$ cat src/rtl/exec_defs.sv
// -----------------------------------------------------------------------------
// exec_defs
// Shared definitions for the execution-stage issue controller and the result
// multiplexer: funct codes, result-mux select encodings, sequencer states,
// op classes and the decode helpers both consumers rely on.
// -----------------------------------------------------------------------------
package exec_defs;

  // Funct codes recognised by the execution stage.
  localparam logic [5:0] F_AND   = 6'b100100;
  localparam logic [5:0] F_OR    = 6'b100101;
  localparam logic [5:0] F_ADD   = 6'b100000;
  localparam logic [5:0] F_SUB   = 6'b100010;
  localparam logic [5:0] F_SLT   = 6'b101010;
  localparam logic [5:0] F_SRL   = 6'b000010;
  localparam logic [5:0] F_MFHI  = 6'b010000;
  localparam logic [5:0] F_MFLO  = 6'b010010;
  localparam logic [5:0] F_MULTU = 6'b011001;

  // Result multiplexer select encodings.
  localparam logic [1:0] SEL_ALU = 2'd0;
  localparam logic [1:0] SEL_HI  = 2'd1;
  localparam logic [1:0] SEL_LO  = 2'd2;
  localparam logic [1:0] SEL_SH  = 2'd3;

  // Multiply sequencer states.
  typedef enum logic [1:0] {
    ST_IDLE = 2'd0,
    ST_LOAD = 2'd1,
    ST_MUL  = 2'd2,
    ST_WB   = 2'd3
  } state_e;

  // Op classes derived from the funct code.
  typedef enum logic [2:0] {
    CLS_ALU = 3'd0,
    CLS_SH  = 3'd1,
    CLS_HL  = 3'd2,
    CLS_MUL = 3'd3,
    CLS_ILL = 3'd4
  } op_class_e;

  function automatic op_class_e classify(input logic [5:0] funct);
    case (funct)
      F_AND, F_OR, F_ADD, F_SUB, F_SLT: return CLS_ALU;
      F_SRL:                            return CLS_SH;
      F_MFHI, F_MFLO:                   return CLS_HL;
      F_MULTU:                          return CLS_MUL;
      default:                          return CLS_ILL;
    endcase
  endfunction

  // Result-mux source for ops that produce a result; ALU is the fallback.
  function automatic logic [1:0] result_sel(input logic [5:0] funct);
    case (funct)
      F_MFHI:  return SEL_HI;
      F_MFLO:  return SEL_LO;
      F_SRL:   return SEL_SH;
      default: return SEL_ALU;
    endcase
  endfunction

endpackage

$ cat src/rtl/mul_iter_counter.sv
// -----------------------------------------------------------------------------
// mul_iter_counter
// Loadable down-counter that paces the MULTU shift-add iterations.
// Ports:
//   clk      - clock
//   reset    - synchronous, active-high
//   clear_i  - force the count to zero (sequencer idle)
//   load_i   - load MUL_CYCLES
//   dec_i    - decrement by one; saturates at zero, never wraps
//   last_o   - count equals one: the current iteration is the final one
// -----------------------------------------------------------------------------
module mul_iter_counter #(
  parameter int MUL_CYCLES = 32,
  parameter int CNT_W      = $clog2(MUL_CYCLES + 1)
) (
  input  logic clk,
  input  logic reset,
  input  logic clear_i,
  input  logic load_i,
  input  logic dec_i,
  output logic last_o
);

  logic [CNT_W-1:0] cnt_q, cnt_d;

  // NOTE: combinational blocks assign a default first so no path leaves a
  // signal unassigned, which would infer a latch.
  always_comb begin
    cnt_d = cnt_q;
    if (clear_i)                      cnt_d = '0;
    else if (load_i)                  cnt_d = CNT_W'(MUL_CYCLES);
    else if (dec_i && cnt_q != '0)    cnt_d = cnt_q - CNT_W'(1);
  end

  // NOTE: sequential state uses non-blocking assignments so every register
  // samples pre-edge values, independent of block ordering.
  always_ff @(posedge clk) begin
    if (reset) cnt_q <= '0;
    else       cnt_q <= cnt_d;
  end

  assign last_o = (cnt_q == CNT_W'(1));

endmodule

$ cat src/rtl/exec_sequencer.sv
// -----------------------------------------------------------------------------
// exec_sequencer
// Issue-side controller for the execution stage. Classifies one funct code per
// cycle, drives the result-mux select, sequences the multi-cycle MULTU and
// commits Hi/Lo. MFHI/MFLO and a second MULTU stall while a multiply is in
// flight; ALU and SRL ops keep flowing.
// Ports:
//   clk, reset   - clock, synchronous active-high reset
//   issue_valid  - Signal carries an op this cycle
//   Signal       - 6-bit funct code
//   issue_ready  - combinational; op accepted when issue_valid & issue_ready
//   res_sel      - registered result-mux select (ALU/Hi/Lo/Shifter)
//   res_valid    - registered; result data meaningful this cycle
//   mul_load     - registered pulse: load operands, clear product
//   mul_step     - registered; one shift-add iteration
//   hilo_we      - registered pulse: commit product to Hi/Lo
//   busy         - registered; a MULTU is in flight
//   illegal      - registered pulse for an unrecognised funct code
// -----------------------------------------------------------------------------
module exec_sequencer
  import exec_defs::*;
#(
  parameter int MUL_CYCLES = 32,
  parameter int CNT_W      = $clog2(MUL_CYCLES + 1)
) (
  input  logic       clk,
  input  logic       reset,
  input  logic       issue_valid,
  input  logic [5:0] Signal,
  output logic       issue_ready,
  output logic [1:0] res_sel,
  output logic       res_valid,
  output logic       mul_load,
  output logic       mul_step,
  output logic       hilo_we,
  output logic       busy,
  output logic       illegal
);

  state_e     state_q, state_d;
  op_class_e  op_cls;
  logic       accept;
  logic       cnt_last;

  logic [1:0] res_sel_q,   res_sel_d;
  logic       res_valid_q, res_valid_d;
  logic       mul_load_q,  mul_load_d;
  logic       mul_step_q,  mul_step_d;
  logic       hilo_we_q,   hilo_we_d;
  logic       busy_q,      busy_d;
  logic       illegal_q,   illegal_d;

  assign op_cls = classify(Signal);

  // Only Hi/Lo reads and a new multiply depend on the sequencer being idle.
  always_comb begin
    issue_ready = 1'b0;
    if (!reset)
      issue_ready = (state_q == ST_IDLE) || (op_cls != CLS_HL && op_cls != CLS_MUL);
  end

  assign accept = issue_valid & issue_ready;

  mul_iter_counter #(
    .MUL_CYCLES (MUL_CYCLES),
    .CNT_W      (CNT_W)
  ) u_cnt (
    .clk     (clk),
    .reset   (reset),
    .clear_i (state_q == ST_IDLE),
    .load_i  (state_q == ST_LOAD),
    .dec_i   (state_q == ST_MUL),
    .last_o  (cnt_last)
  );

  // State register.
  always_ff @(posedge clk) begin
    if (reset) state_q <= ST_IDLE;
    else       state_q <= state_d;
  end

  // Next-state logic.
  always_comb begin
    state_d = state_q;
    case (state_q)
      ST_IDLE: if (accept && op_cls == CLS_MUL) state_d = ST_LOAD;
      ST_LOAD: state_d = ST_MUL;
      ST_MUL:  if (cnt_last) state_d = ST_WB;
      ST_WB:   state_d = ST_IDLE;
      default: state_d = ST_IDLE;
    endcase
  end

  // Output logic. Multiply controls are decoded from the next state so the
  // registered copies line up with the state they describe.
  always_comb begin
    mul_load_d  = (state_d == ST_LOAD);
    mul_step_d  = (state_d == ST_MUL);
    hilo_we_d   = (state_d == ST_WB);
    busy_d      = (state_d != ST_IDLE);
    res_valid_d = accept && (op_cls == CLS_ALU || op_cls == CLS_SH || op_cls == CLS_HL);
    illegal_d   = accept && (op_cls == CLS_ILL);
    res_sel_d   = res_valid_d ? result_sel(Signal) : res_sel_q;
  end

  always_ff @(posedge clk) begin
    if (reset) begin
      res_sel_q   <= SEL_ALU;
      res_valid_q <= 1'b0;
      mul_load_q  <= 1'b0;
      mul_step_q  <= 1'b0;
      hilo_we_q   <= 1'b0;
      busy_q      <= 1'b0;
      illegal_q   <= 1'b0;
    end else begin
      res_sel_q   <= res_sel_d;
      res_valid_q <= res_valid_d;
      mul_load_q  <= mul_load_d;
      mul_step_q  <= mul_step_d;
      hilo_we_q   <= hilo_we_d;
      busy_q      <= busy_d;
      illegal_q   <= illegal_d;
    end
  end

  assign res_sel   = res_sel_q;
  assign res_valid = res_valid_q;
  assign mul_load  = mul_load_q;
  assign mul_step  = mul_step_q;
  assign hilo_we   = hilo_we_q;
  assign busy      = busy_q;
  assign illegal   = illegal_q;

endmodule

$ cat config.mk
export PLATFORM = sky130hd
export DESIGN_NAME = exec_sequencer
export DESIGN_NICKNAME = d
export VERILOG_FILES = /design/src/rtl/exec_defs.sv /design/src/rtl/mul_iter_counter.sv /design/src/rtl/exec_sequencer.sv
export SDC_FILE = /design/constraint.sdc
export NUM_CORES = 1
export LEC_CHECK = 0
export CAP_MARGIN = 30
export CORE_MARGIN = 10
export CORE_UTILIZATION = 55
export CTS_BUF_LIST = sky130_fd_sc_hd__clkbuf_4 sky130_fd_sc_hd__clkbuf_8
export DETAILED_ROUTE_END_ITERATION = 10
export HOLD_SLACK_MARGIN = 0.15
export PLACE_DENSITY = 0.91
export SYNTH_ARGS = -nofsm -noshare
export SYNTH_HDL_FRONTEND = slang
export SYNTH_SLANG_ARGS = --single-unit
$ cat constraint.sdc
create_clock -name clk -period 2.7 [get_ports clk]
set_input_delay 0.405 -clock clk [delete_from_list [all_inputs] [get_ports clk]]
set_output_delay 0.405 -clock clk [all_outputs]
set_load 0.01 [all_outputs]
==> results of run 1 <==
## cell type report
cell class | count | area (µm²)
Sequential cell | 16 | 320
Clock buffer | 4 | 36.3
Inverter | 8 | 30.0
Tap cell | 15 | 18.8
Fill cell | 104 | 314
Timing Repair Buffer | 17 | 170
Multi-Input combinational cell | 70 | 477
## flip-flops by register name, indices dropped and copies added, names as in the netlist
register     cells
u_cnt.cnt_q      6
mul_step         1
res_valid        1
res_sel          2
illegal          1
state_q          2
hilo_we          1
busy             1
mul_load         1
## worst paths after layout
check | slack (ns) | start | end | depth (start not counted)
max | 0.18 | Signal[4] | issue_ready | 5
min | 0.49 | res_sel[0]$_SDFFE_PP0P_ | res_sel[0]$_SDFFE_PP0P_ | 2
max reg2reg | 1.12 | state_q[0]$_SDFF_PP0_ | u_cnt.cnt_q[1]$_SDFFE_PP0P_ | 4
min reg2reg | 0.49 | res_sel[0]$_SDFFE_PP0P_ | res_sel[0]$_SDFFE_PP0P_ | 2
## worst max-delay path, cell delays in order
cell and delay, ns:
sky130_fd_sc_hd__clkdlybuf4s50_1 0.56, sky130_fd_sc_hd__nor3b_4 0.28, sky130_fd_sc_hd__nor3b_1 0.30, sky130_fd_sc_hd__nor2_1 0.07
sky130_fd_sc_hd__clkdlybuf4s50_1 0.49
## per-layer routing
| layer | share of wire, % | GRT usage (%) | wire length [µm] |
|---|---|---|---|
| met1 | 38 | 11.1 | 709 |
| met2 | 52 | 21.0 | 978 |
| met3 | 7.2 | 6.65 | 135 |
| met4 | 2.6 | 5.90 | 48 |
| met5 | 0 | 0 | 0 |
## report_power, final
| group | total [mW] | leakage (nW) | internal (mW) | switching [mW] |
|---|---|---|---|---|
| clock | 0.157 | 0.0210 | 0.0822 | 0.0745 |
| sequential | 0.239 | 0.129 | 0.238 | 0.000663 |
| combinational | 0.0447 | 0.256 | 0.0233 | 0.0215 |
## cell usage in the layout, fill, tap and decap left out, drive strengths merged, types with 3 or more instances in the layout
cell / Yosys / final
nand2b: 3 / 3
nand2: 6 / 6
nand3: 5 / 5
nor3: 6 / 6
clkdlybuf4s50: 0 / 17
a21oi: 3 / 3
nor3b: 4 / 4
nor2: 13 / 13
clkbuf: 1 / 4
dfxtp: 16 / 16
inv: 8 / 8
ha: 5 / 5
## cell families (layout without fill, tap and decap cells)
group                      Yosys count  after routing  synth area share [%]
and+or+nand+nor                     46             46                  32.1
DFF                                 16             16                  38.6
AOI/OAI and AO/OA                   13             13                  10.8
buffers and inverters                9             29                  4.07
adders and majority gates            5              5                  7.53
xor gates and xnor gates             3              3                  3.16
muxes                                3              3                  3.77
## per-stage QoR
step	power (mW)	utilization [%]	hold slack, ns
detailed placement	0.289	74.4	0.476
floorplan	0.262	-	0.491
global route	0.459	77.0	0.538
global placement	0.287	74.4	0.463
CTS	0.442	77.0	0.496
finish	0.440	77.0	0.490
==> results.cfg, run 1 <==
[yosys]
synthesis.nets = 109
synth.top_cells.by_area = sky130_fd_sc_hd__dfxtp_1, sky130_fd_sc_hd__ha_1, sky130_fd_sc_hd__nor2_1, sky130_fd_sc_hd__nor3_1, sky130_fd_sc_hd__inv_1
yosysUniqueCellTypes = 32
netlist.area_leader.share_pct = 38.6
synth_cells = 95
synth_largest_area_cell = sky130_fd_sc_hd__dfxtp_1
yosys_most_used_dff = sky130_fd_sc_hd__dfxtp_1
synth.yosys.seq_area_share_pct = 38.6
synth-edff-count = 0
netlist_area_um2 = 831
synth.most_common_cell = sky130_fd_sc_hd__dfxtp_1
yosys-top-cells-count = sky130_fd_sc_hd__dfxtp_1, sky130_fd_sc_hd__nor2_1, sky130_fd_sc_hd__inv_1, sky130_fd_sc_hd__nand2_1, sky130_fd_sc_hd__nor3_1
postSynthAreaPerCell_um2 = 8.75
ys_warn_count = 0
synthArstFlopShare_pct = 0
postSynthRegisterBits = 16

[pwr]
cellLeakagePower_nw = 0.406
cellPowerDensity_mw_per_mm2 = 418
power.ir.vdd_worst_mv = 0.309

[routing]
dr.pass1.iters = 4
avg_vias_per_cell = 5.77
total_drc_errors_in_the_routed_layout = 0
detail_route.wl_per_cell_um = 14.4
drt_wl_total_um = 1870
via_count = 750
drt-initial-drc-count = 17
route.antenna.remaining_nets = 0

[clock_tree]
h-tree-depth = 1
tritoncts = yes
clk_pin_slew_ns = 0.09
clock_path_buffers = 2
clock_latency_ns = 0.29
post-cts-setup-buffers = 0
numCtsBuffers = 3
cts_sinks = 16
ctsRootBufferMaster = sky130_fd_sc_hd__clkbuf_4
cts_repair_resize_count = 0
hold_buffer_count_at_cts = 0

[setup_path]
worstSetupEndpointType = primary output
path_class = in -> out
crit_required_ns = 2.30
worstPathMaxFanout = 5
critPathArrivalTime_ns = 2.11
cp-start-kind = primary input

[placed_design]
hpwlAfterDp_um = 1500
preCtsSetupSlack_ns = 0.189
io_buffers = 17
dp_cells = 126
final_replace_weighted_congestion = 0.857
placed_area_mm2 = 0.00102

[final_layout]
antenna-diode-count = 0
drive_gt1_share_pct = 7.83
area_delta_synth_final_pct = 26.7
fin_area_mm2 = 0.00105
final_cells = 130
layout.nets = 130

[sta]
setup-violations-final = 0
fmaxAchievable_mhz = 397
post_layout_min_period_ns = 2.52
max_slew.worst_pin.slew_ns = 0.373
finalMaxSlewViolations = 0
grt_setup_unrepaired = false
fin_tns_setup_ns = 0
setup_slack_ns = 0.184
worst_clock_skew_ns = 0.000529
max-slew-margin-rel_pct = 75.1
hold_viol = 0
post-route-period-util_pct = 93.2

[global_routing]
first_pass_grt_wire_length_um = 3250
overflow = 0
grt_antenna_before_repair = 0
track_usage_pct = 12.1
grt_pass1_vias = 783
grt_max_degree = 12

[outcome]
status = completed

[die]
overall_die_height_um = 58.9
num_rows = 13
start_util_pct = 60.8
area_of_the_die_mm2 = 0.00347
io_pins = 18
die_width_um = 58.9
placeable_core_region_mm2 = 0.00137

[min_path]
hold_path.class = reg -> reg

[flow_run]
cap_viol_max_count = 0
(Power assumes the default switching activity.)
==> run 2, diff against run 1 <==
Settings changed: PLACE_DENSITY 0.91 to default, PLACE_DENSITY_LB_ADDON from default to 0.25.
==> run 2 against run 1 <==
  * Setup slack better by 0.035 ns
  * Combinational power is essentially flat
  * Fmax increased by 1.4%
==> results.cfg, run 2 (synthesized netlist as in run 1, its figures left out) <==
[outcome]
status = completed

[final_layout]
fillCellCount = 105
antenna-diode-count = 0
area_delta_synth_final_pct = 27.6
layout.nets = 131
top_register = u_cnt.cnt_q
drive_gt1_share_pct = 8.62
largest_register_ff_count = 6
mostFrequentLayoutCells = sky130_fd_sc_hd__clkdlybuf4s50_1, sky130_fd_sc_hd__dfxtp_1, sky130_fd_sc_hd__nor2_1, sky130_fd_sc_hd__inv_1
mostFrequentLayoutCell = sky130_fd_sc_hd__clkdlybuf4s50_1
final_cells = 131
utilization_pct = 77.6

[clock_tree]
h-tree-depth = 1
clock_path_buffers = 2
numCtsBuffers = 3
hold_buffer_count_at_cts = 0
clk_pin_slew_ns = 0.11
post-cts-setup-buffers = 0
ctsRootBufferMaster = sky130_fd_sc_hd__clkbuf_4
cts_repair_resize_count = 0
tritoncts = yes
clock_latency_ns = 0.29
cts_sinks = 16

[global_routing]
grt_antenna_before_repair = 0
overflow = 0
grt_max_degree = 11
track_usage_pct = 11.4
grt_pass1_vias = 721
first_pass_grt_wire_length_um = 3150

[die]
area_of_the_die_mm2 = 0.00347
overall_die_height_um = 58.9
placeable_core_region_mm2 = 0.00137
io_pins = 18
num_rows = 13
start_util_pct = 60.8
die_width_um = 58.9

[setup_path]
crit_required_ns = 2.30
reg2reg_depth = 4
worstPathMaxFanout = 5
r2r_slack_ns = 1.15
path_class = in -> out
rr_startpoint = state_q[0]$_SDFF_PP0_
worstSetupEndpointType = primary output
cp-start-kind = primary input
critPathArrivalTime_ns = 2.08
critical_path.reg2reg.endpoint = u_cnt.cnt_q[1]$_SDFFE_PP0P_

[min_path]
hold_path.startpoint = res_sel[0]$_SDFFE_PP0P_
hold_path_depth = 2
hold_path.class = reg -> reg
hold-path-endpoint = res_sel[0]$_SDFFE_PP0P_

[placed_design]
hpwlAfterDp_um = 1360
preCtsSetupSlack_ns = 0.220
final_replace_weighted_congestion = 0.870
io_buffers = 17
dp_cells = 127

[pwr]
p_clk_share_pct = 36.6
cellInternalPower_uw = 344
seq_power_share_pct = 53.4
cellLeakagePower_nw = 0.411
p_comb_share_pct = 10.0
p_sw_share_pct = 23.0
cellPowerDensity_mw_per_mm2 = 422
power.ir.vdd_worst_mv = 0.329
switchingPower_uw = 103

[routing]
drt-initial-drc-count = 8
avg_vias_per_cell = 5.52
route.antenna.remaining_nets = 0
detail_route.wl_per_cell_um = 13.6
dr.pass1.iters = 4
drt_wl_total_um = 1790
via_count = 723
total_drc_errors_in_the_routed_layout = 0

[sta]
fin_tns_setup_ns = 0
post_layout_min_period_ns = 2.48
hold_viol = 0
max-slew-margin-rel_pct = 78.1
max_slew.worst_pin.slew_ns = 0.324
fmaxAchievable_mhz = 403
worst_clock_skew_ns = 0.0116
post-route-period-util_pct = 91.9
setup_slack_ns = 0.219
setup-violations-final = 0
finalMaxSlewViolations = 0
grt_setup_unrepaired = false

[flow_run]
cap_viol_max_count = 0
-- run 2: cell types whose count changed in the layout (fill, tap and decap cells not counted) --
cell,change
sky130_fd_sc_hd__buf_4,+1
-- run 2: layout make-up --
class,count,area [µm²],share of cell area [%]
Clock buffer,4,36.3,3.42
Inverter,8,30.0,2.83
Multi-Input combinational cell,70,477,45.0
Sequential cell,16,320,30.2
Tap cell,15,18.8,1.77
Timing Repair Buffer,18,178,16.8
-- run 2: power by group through the flow --
stage | clock network, mW | logic, mW | registers (mW)
floorplan | 0 | 0.0170 | 0.245
global placement | 0 | 0.0438 | 0.244
detailed placement | 0 | 0.0442 | 0.244
CTS | 0.166 | 0.0446 | 0.239
global route | 0.175 | 0.0486 | 0.239
finish | 0.163 | 0.0448 | 0.239
-- run 2: per-stage QoR --
stage               power, mW  hold WS, ns  area (µm²)
floorplan               0.262        0.491         831
global placement        0.288        0.461        1020
detailed placement      0.288        0.472        1020
CTS                     0.450        0.492        1060
global route            0.463        0.528        1060
finish                  0.447        0.488        1060
-- run 2: how the worst max path moves through the flow --
stage | startpoint | to | cells after the start
after floorplan | Signal[1] | issue_ready | 4
after global placement | Signal[4] | issue_ready | 5
after detailed placement | Signal[1] | issue_ready | 6
after CTS | Signal[1] | issue_ready | 6
after global routing | Signal[1] | issue_ready | 6
final | Signal[4] | issue_ready | 5
-- run 2: layer usage --
metal | global-route usage (%) | vias to the layer above | routed length [µm]
met3 | 3.22 | 4 | 116
met1 | 13.5 | 332 | 859
met5 | 0 | - | 0
li1 | - | 371 | -
met2 | 18.5 | 16 | 780
met4 | 5.25 | 0 | 28
-- run 2: worst max-delay path, stage by stage --
cell,delay (ns)
sky130_fd_sc_hd__clkdlybuf4s50_1,0.56
sky130_fd_sc_hd__nor3b_4,0.28
sky130_fd_sc_hd__nor3b_1,0.28
sky130_fd_sc_hd__nor2_1,0.07
sky130_fd_sc_hd__clkdlybuf4s50_1,0.48
